File: src/rtl/seg7_scan_decoder.sv
// Passive monitor for a multiplexed 7-segment bus: settles, decodes and frames the digits being shown.
// Latency: capture STABLE_CYCLES-1 edges after the FSM first sees a pattern, frame one edge later; no backpressure (observer only).
module seg7_scan_decoder #(
   parameter int NDIG          = 8,
   parameter int STABLE_CYCLES = 4
) (
   input  logic                clk,
   input  logic                rst,
   input  logic [NDIG-1:0]     an_in,
   input  logic [7:0]          seg_in,
   output logic [4*NDIG-1:0]   value,
   output logic [NDIG-1:0]     dp,
   output logic                frame_valid,
   output logic                frame_err,
   output logic                digit_stb
);

   localparam int         IW = (NDIG > 1) ? $clog2(NDIG) : 1;
   localparam logic [7:0] SC = 8'(STABLE_CYCLES);

   typedef enum logic [1:0] {IDLE, SETTLE, CAPTURED} state_t;

   state_t            state;
   logic [NDIG-1:0]   an_s, an_p;
   logic [7:0]        seg_s, seg_p;
   logic [7:0]        cnt;
   logic [NDIG-1:0]   seen, bad, shadow_dp;
   logic [4*NDIG-1:0] shadow;

   logic [IW-1:0]     idx;
   int unsigned       nlow;
   logic              sel;
   logic              changed;
   logic              capture;
   logic [3:0]        nib;
   logic              nib_ok;

   // A digit is selected only when exactly one anode is driven low.
   always_comb begin
      idx  = '0;
      nlow = 0;
      for (int i = 0; i < NDIG; i++) begin
         if (!an_s[i]) begin
            idx  = IW'(i);
            nlow = nlow + 1;
         end
      end
      sel = (nlow == 1);
   end

   assign changed = ({an_s, seg_s} != {an_p, seg_p});

   always_comb begin
      nib    = 4'h0;
      nib_ok = 1'b1;
      case ({1'b1, seg_s[6:0]})
         8'hC0: nib = 4'h0;
         8'hF9: nib = 4'h1;
         8'hA4: nib = 4'h2;
         8'hB0: nib = 4'h3;
         8'h99: nib = 4'h4;
         8'h92: nib = 4'h5;
         8'h82: nib = 4'h6;
         8'hF8: nib = 4'h7;
         8'h80: nib = 4'h8;
         8'h90: nib = 4'h9;
         8'h88: nib = 4'hA;
         8'h83: nib = 4'hB;
         8'hC6: nib = 4'hC;
         8'hA1: nib = 4'hD;
         8'h86: nib = 4'hE;
         8'h8E: nib = 4'hF;
         default: nib_ok = 1'b0;
      endcase
   end

   // A fresh pattern counts as the first stable sample, so S=1 captures on the change itself.
   always_comb begin
      capture = 1'b0;
      if (changed)
         capture = sel && (SC == 8'd1);
      else if (state == SETTLE)
         capture = (cnt + 8'd1 == SC);
   end

   always_ff @(posedge clk) begin
      if (rst) begin
         state       <= IDLE;
         an_s        <= '0;
         an_p        <= '0;
         seg_s       <= '0;
         seg_p       <= '0;
         cnt         <= '0;
         seen        <= '0;
         bad         <= '0;
         shadow      <= '0;
         shadow_dp   <= '0;
         value       <= '0;
         dp          <= '0;
         frame_valid <= 1'b0;
         frame_err   <= 1'b0;
         digit_stb   <= 1'b0;
      end else begin
         an_s        <= an_in;
         seg_s       <= seg_in;
         an_p        <= an_s;
         seg_p       <= seg_s;
         digit_stb   <= capture;
         frame_valid <= &seen;

         if (changed) begin
            if (!sel) begin
               state <= IDLE;
               cnt   <= '0;
            end else begin
               state <= capture ? CAPTURED : SETTLE;
               cnt   <= 8'd1;
            end
         end else if (state == SETTLE) begin
            cnt <= cnt + 8'd1;
            if (capture)
               state <= CAPTURED;
         end

         // Completion publishes the old shadow; a same-edge capture lands in the new frame.
         if (&seen) begin
            value     <= shadow;
            dp        <= shadow_dp;
            frame_err <= |bad;
            seen      <= '0;
            bad       <= '0;
         end
         if (capture) begin
            seen[idx]                  <= 1'b1;
            bad[idx]                   <= ~nib_ok;
            shadow[{idx, 2'b00} +: 4]  <= nib;
            shadow_dp[idx]             <= ~seg_s[7];
         end
      end
   end

endmodule
File: config.mk
export PLATFORM = sky130hd
export DESIGN_NAME = seg7_scan_decoder
export DESIGN_NICKNAME = d
export VERILOG_FILES = /design/src/rtl/seg7_scan_decoder.sv
export SDC_FILE = /design/constraint.sdc
export NUM_CORES = 1
export LEC_CHECK = 0
export CAP_MARGIN = 20
export CORE_UTILIZATION = 55
export CTS_BUF_LIST = sky130_fd_sc_hd__clkbuf_8
export DETAILED_ROUTE_END_ITERATION = 8
export PLACE_DENSITY = 0.77
export SLEW_MARGIN = 5
export SYNTH_ARGS = -nofsm -noshare
export SYNTH_HDL_FRONTEND = slang
export SYNTH_SLANG_ARGS = --single-unit
export TNS_END_PERCENT = 50
File: constraint.sdc
create_clock -name clk -period 6 [get_ports clk]
set_clock_uncertainty 0.2 [all_clocks]
set_input_delay 1.5 -clock clk [delete_from_list [all_inputs] [get_ports clk]]
set_output_delay 1.5 -clock clk [all_outputs]
set_load 0.02 [all_outputs]
[Word level (Yosys, flattened, before mapping)]
Cells that the tools add are included.
W data, S select, Z words.
Storage, ports and cells
  input port bits: 18
  bits in registers: 141
  output and inout port bits: 43
Operators by class
  multiplexer cells: 38
  equality and inequality tests: 19
  reductions and logical operators: 8
  add/subtract/negate cells: 9
  magnitude comparators: 2
  shift operators: 2
  bitwise gates (word level): 3
Operator list (number)
  $add A32 B1 Y32 const B: 7
  $mux W32: 7
  $mux W8: 8
  $pmux W4 S15: 1
  $bwmux W32: 1
  $eq A32 B1 Y1 const B: 1
  $shift A4 B7 Y32 const A: 1
  $shiftx A4 B7 Y32: 1
  $eq A7 B7 Y1 const B: 4
  $eq A7 B5 Y1 const B: 3
  $eq A7 B6 Y1 const B: 3
  $mux W3: 6
  $bwmux W8: 2
  $ne A16 B16 Y1: 1
  $reduce_or A16 Y1: 1
  $eq A7 B2 Y1 const B: 2
  $eq A7 B4 Y1 const B: 2
  $mux W2: 5
  $add A8 B1 Y8 const B: 1
  $eq A8 B3 Y1 const B: 1
  $or A8 B8 Y8: 1
  $reduce_and A8 Y1: 1
  $reduce_or A8 Y1: 1
  $eq A7 B3 Y1 const B: 1
  other kinds (11): 19

[Longest topological paths before layout]
  word-level depth: 18
  depth in mapped cells: 24
  mapped depth without buffers: 24

[Least setup slack after synthesis]
Ideal clock, no wire load.
  kind: reg-to-reg
  from: reg an_s[0]
  to: reg cnt[0]
  path buffers: 0
  required time: 5.741 ns
  stages on the path, launching flop included: 24
  period minus slack after synthesis: 4.424 ns
  path slack: 1.576 ns
  setup time: 0.059 ns
  data arrival time: 4.165 ns
  cell sequence: dfxtp_1 -> inv_1 -> ha_1 -> xnor2_1 -> ha_1 -> nand2b_1 -> nand2_1 -> ha_1 -> nor2_1 -> nor2_1 -> ha_1 -> a21oi_1 -> inv_1 -> ha_1 -> inv_1 -> o21ai_0 -> ha_1 -> and2b_2 -> xor2_1 -> nor3b_1 -> a2111oi_1 -> o21ai_1 -> nor4_2 -> a31o_1
Between the ends
  longest elaborated chain between the ends: 18
RTL lines
  from (decl): RTL line 24  | logic [NDIG-1:0] an_s, an_p;
  from (signal assigned): RTL line 104  | an_s <= an_in;
  $mux W1: RTL line 43  | if (!an_s[i]) begin
  $add A32 B1 Y32: RTL line 45  | nlow = nlow + 1;
  $mux W32: RTL line 43
  $add A32 B1 Y32: RTL line 45
  $mux W32: RTL line 43
  $add A32 B1 Y32: RTL line 45
  $mux W32: RTL line 43
  $add A32 B1 Y32: RTL line 45
  [2 not listed]
  $mux W32: RTL line 43
  $add A32 B1 Y32: RTL line 45
  $mux W32: RTL line 43
  $add A32 B1 Y32: RTL line 45
  $mux W32: RTL line 43
  $eq A32 B1 Y1: RTL line 48  | sel = (nlow == 1);
  $mux W1: RTL line 112  | if (!sel) begin
  $mux W8: RTL line 111  | if (changed) begin
  to (signal assigned): RTL line 120  | cnt <= cnt + 8'd1;
  to (decl): RTL line 26  | logic [7:0] cnt;
Parallel ways exist; a longest one is shown, timed or not.
A chain may end at the register's enable or synchronous reset.

[Worst setup path after layout]
Same ends and word-level chain as after synthesis.

==> impl_summary.md <==
Timing
At the pin with the least slew margin, the transition time is 0.9211 ns. The number of setup violations in the final report is 0. The minimum clock period is 4.928 ns.

Measured against its own limit, the worst slew margin works out to 38.59%. The maximum operating frequency is 202.9 MHz. The smallest setup slack after layout is 1.072 ns.

The setup TNS after final layout is 0 ns. The worst hold slack is 0.2533 ns. Setup repair after global routing left no endpoint under its margin. The total count of hold-check failures in the final report came to 0. The final-report max-slew violation count came to 0.

The final critical path takes up 82.13% of the cycle.

Worst setup path
Data arrives at the worst endpoint at 5.11 ns. Of all nets on the critical path, the largest fanout is 5. For this run, the slowest stage of the critical path takes 0.38 ns.

In this run the number of cells on the critical path is 23. The critical path in this run is classified as reg2reg. The library cell appearing most often on the critical path is sky130_fd_sc_hd__ha_1. The startpoint type of the worst setup path is a flop. The length in cells of the worst reg-to-reg path is 23.

Walking the worst path, the cells encountered are inv_1 -> ha_1 -> xnor2_1 -> ha_1 -> nand2b_1 -> nand2_1 -> ha_1 -> nor2_1 -> nor2_1 -> ha_1 -> a21oi_1 -> inv_1 -> ha_1 -> inv_1 -> o21ai_0 -> ha_1 -> and2b_2 -> xor2_1 -> o32ai_1 -> a2111oi_1 -> o21ai_1 -> nor4_2 -> a31o_1. The type of destination of the critical path is a flop. The critical path contains buffers and inverters numbering 3 combined. STA puts the critical path data required time at 6.18 ns. The cell with the biggest individual delay on the critical path is sky130_fd_sc_hd__a2111oi_1. The cell family contributing the most delay on the critical path is adder cells.

Placement
Including well taps, the total number of placed cells is 857. The setup slack at placement is 1.079 ns. The final weighted congestion in routability-driven placement is 0.8081. The count of buffers from port buffering is 60. Once detailed placement completed, the half-perimeter wirelength came to 8554 microns. The cell area after placement is 6869 sq um.

Cells and area
The area growth from synthesis to layout is 15.53%. The number of antenna diodes in the final layout is 0. After routing the design area is 7298 sq um. The final-layout fill cell count is 907. The layout cell share with drive strength beyond 1 is 9.200%. The number of standard cells in the final layout excluding fillers is 890. After the last flow step, the layout net total stands at 766.

Yosys
Summing the sequential cell areas from Yosys gives 44.68% of the chip area. The share of synthesized area in the top cell type comes to 44.68%. The number of nets in the synthesized netlist is 727. The biggest area contributor in the post-synthesis netlist is sky130_fd_sc_hd__dfxtp_1. The number of synthesized register bits is 141. The area fraction in compound gates after synthesis is 10.24%. After Yosys synthesis, full adders, half adders and majority gates account for 2.179% of the synthesized area. The synthesized netlist devotes 6.061% of its cell area to XOR and XNOR gates. The Yosys step of the flow raised 0 warnings.

Sorting the synthesized cells by area gives the leading types as sky130_fd_sc_hd__dfxtp_1 45%, sky130_fd_sc_hd__nand2_1 6.4%, sky130_fd_sc_hd__mux2i_1 5.7%. The portion of netlist area occupied by mux cells is 5.942%. Counting instances in the post-synthesis netlist gives the leading cell types as 141 x sky130_fd_sc_hd__dfxtp_1, 108 x sky130_fd_sc_hd__nand2_1, 62 x sky130_fd_sc_hd__nor2_1, 61 x sky130_fd_sc_hd__a21oi_1, 36 x sky130_fd_sc_hd__mux2i_1. sky130_fd_sc_hd__dfxtp_1 is the most common cell in the netlist. The dominant combinational cell family by area after synthesis is simple AND/OR/NAND/NOR gates. The post-synth design cell area is 6317 sq um. The number of library cell types mapped by synthesis is 67.

The average instance in the mapped netlist occupies 9.051 sq um. The share of synthesized flip-flops with an asynchronous set or reset is 0%. The post-synthesis cell count is 698. The count of flip-flops with a built-in enable after synthesis is 0. Of the total synthesized cell area, the portion taken by AND, OR, NAND and NOR gates is 25.99%. The flip-flop cell with the highest count after synthesis is sky130_fd_sc_hd__dfxtp_1.

Die
In this run the core area contains 38 standard-cell rows. The total die area is 11920 sq um. The number of top-level design ports is 61. The die is 109.2 microns tall. From left edge to right edge, the die measures 109.2 microns.

The starting density of the core is 57.27%. The placeable core area is 11030 sq um.

Detailed routing
The post-route antenna net violation count is 0. Wires add up to 12440 microns. In this run, the number of DRC markers left after iteration 0 of detailed routing was 278. Dividing the detail-routed via count by the number of cells gives 5.369. After detailed routing, the number of remaining DRC violations is 0. The number of vias in the routed layout is 4778.

The first-pass iteration count of the detailed router is 4. Dividing the detail-routed wire length by the instance count gives 13.98 microns.

Global route
The pin count of the biggest net entering global routing is 68. The number of global-route vias before repair came to 4428. For this run the aggregate overflow at the end of global routing stands at 0.

Global routing consumed, over all layers together, 22.05% of the routing resources. The initial antenna violation count is 0. The wire length of the first global-routing pass is 20490 microns.

Power
The clock network accounts for 39.3% of the total power. The static leakage power is 2.566 nW. In this run the power density over the cells is 274.3 nW/um^2. The sequential group share of total power is 48.7%. The internal portion of the total power is 0.001486 W. Per report_power, the combinational group accounts for 12.1% of the total. VDD sags by at most 0.0001479 V. Net switching is 25.78% of the power. The net switching component of the power is 0.0005161 W.

CTS
In this run, CTS created clock tree buffers numbering 17. The clock latency on the worst-skew pair is 0.44 ns. The number of setup buffers added after CTS is 0. The post-cts gate resize count is 0.

After clock tree synthesis, the clock-pin slew on the worst setup and hold paths is 0.08 ns. The master cell of the clock root buffer is sky130_fd_sc_hd__clkbuf_8. The number of buffers added to fix hold violations after cts is 0. The H-tree was split into 4 levels. The clock sink total is 141. TritonCTS built the clock tree. In this run the deepest clock path goes through 2 buffers.

Hold path
In this run the worst hold path is classified as reg2reg. The cell depth of the worst min-delay path is 2.

Run
The number of maximum-capacitance constraint violations is 0.

Run status
The flow ran to the end, and the final reports show no timing, DRC or antenna violations.
## cell families (layout without fill, tap and decap cells)
logic type | Yosys count | count (layout)
AND/OR/NAND/NOR | 303 | 303
multiplexers | 37 | 37
adder cells (fa/ha/maj) | 11 | 11
XOR/XNOR | 37 | 37
flip-flops | 141 | 141
buffers and inverters | 61 | 113
AO/OA/AOI/OAI | 108 | 108
## worst register-to-register path, cell delays in order, from the launching register on
cell                        delay (ns)
sky130_fd_sc_hd__dfxtp_1          0.37
sky130_fd_sc_hd__inv_1            0.07
sky130_fd_sc_hd__ha_1             0.36
sky130_fd_sc_hd__xnor2_1          0.16
sky130_fd_sc_hd__ha_1             0.31
sky130_fd_sc_hd__nand2b_1         0.11
sky130_fd_sc_hd__nand2_1          0.07
sky130_fd_sc_hd__ha_1             0.28
sky130_fd_sc_hd__nor2_1           0.04
sky130_fd_sc_hd__nor2_1           0.19
sky130_fd_sc_hd__ha_1             0.26
sky130_fd_sc_hd__a21oi_1          0.20
sky130_fd_sc_hd__inv_1            0.11
sky130_fd_sc_hd__ha_1             0.29
sky130_fd_sc_hd__inv_1            0.07
sky130_fd_sc_hd__o21ai_0          0.09
sky130_fd_sc_hd__ha_1             0.21
sky130_fd_sc_hd__and2b_2          0.21
sky130_fd_sc_hd__xor2_1           0.19
sky130_fd_sc_hd__o32ai_1          0.11
sky130_fd_sc_hd__a2111oi_1        0.38
sky130_fd_sc_hd__o21ai_1          0.13
sky130_fd_sc_hd__nor4_2           0.32
sky130_fd_sc_hd__a31o_1           0.14
## layout make-up
class / instances / area, sq um / share of cell area (%)
Multi-Input combinational cell: 496 / 3187 / 43.67
Sequential cell: 141 / 2823 / 38.68
Timing Repair Buffer: 64 / 633.1 / 8.675
Clock buffer: 18 / 247.7 / 3.394
Tap cell: 140 / 175.2 / 2.400
Clock inverter: 14 / 168.9 / 2.314
Inverter: 17 / 63.81 / 0.8743
## sequential cells by signal, summed over array words and instances, names as in the netlist
name / flops
state: 2
an_s: 8
seen: 8
an_p: 8
digit_stb: 1
dp: 8
cnt: 8
shadow_dp: 8
value: 32
seg_p: 8
shadow: 32
frame_valid: 1
seg_s: 8
frame_err: 1
bad: 8
## worst paths after layout
kind	start	end	slack (ns)
setup / recovery	an_s[0]	cnt[0]	1.07
hold / removal	value[30]	value[30]	0.25
setup reg to reg	an_s[0]	cnt[0]	1.07
hold reg to reg	value[30]	value[30]	0.25
## per-stage QoR
stage | total power, W | utilization, %
floorplan | 0.001186 | -
global placement | 0.001218 | 62.27
detailed placement | 0.001234 | 62.27
CTS | 0.002011 | 66.05
global route | 0.002085 | 66.16
finish | 0.002002 | 66.16
## cell usage in the layout (no fill, tap or decap), types with 4 or more instances in the layout
cell type / synthesis / final
sky130_fd_sc_hd__a21oi_1: 61 / 61
sky130_fd_sc_hd__xnor2_1: 24 / 24
sky130_fd_sc_hd__inv_1: 16 / 17
sky130_fd_sc_hd__mux2i_1: 36 / 36
sky130_fd_sc_hd__nand2_1: 108 / 108
sky130_fd_sc_hd__nand4_1: 10 / 10
sky130_fd_sc_hd__ha_1: 11 / 11
sky130_fd_sc_hd__nand3_1: 11 / 11
sky130_fd_sc_hd__o21ai_0: 13 / 13
sky130_fd_sc_hd__o21ai_1: 4 / 4
sky130_fd_sc_hd__nand2b_1: 29 / 29
sky130_fd_sc_hd__nor2_2: 3 / 4
sky130_fd_sc_hd__clkinv_4: 0 / 4
sky130_fd_sc_hd__xor2_1: 9 / 9
sky130_fd_sc_hd__dfxtp_1: 141 / 141
sky130_fd_sc_hd__clkbuf_8: 1 / 18
sky130_fd_sc_hd__a211oi_1: 9 / 9
sky130_fd_sc_hd__nor2_1: 62 / 61
sky130_fd_sc_hd__clkdlybuf4s50_1: 0 / 59
sky130_fd_sc_hd__buf_4: 2 / 4
sky130_fd_sc_hd__nor2b_1: 30 / 30
sky130_fd_sc_hd__nor3_1: 9 / 9
sky130_fd_sc_hd__nor4_4: 5 / 5
## power groups by stage
stage          clock network [W]  registers, W  logic (W)
2_1_floorplan                  0      0.000979   0.000207
3_3_place_gp                   0      0.000995   0.000223
3_5_place_dp                   0      0.000996   0.000238
4_1_cts                 0.000798      0.000974   0.000239
5_1_grt                 0.000841      0.000978   0.000267
6_report                0.000786      0.000974   0.000242
## layer usage
layer / global-route usage, % / share of wire, % / vias to the layer above
li1: - / - / 2428
met1: 28.70 / 47 / 2231
met2: 35.40 / 47 / 103
met3: 4.304 / 3.8 / 16
met4: 9.810 / 1.3 / 0
met5: 0 / 0 / -
No activity file was read; power rests on OpenSTA's default activity.
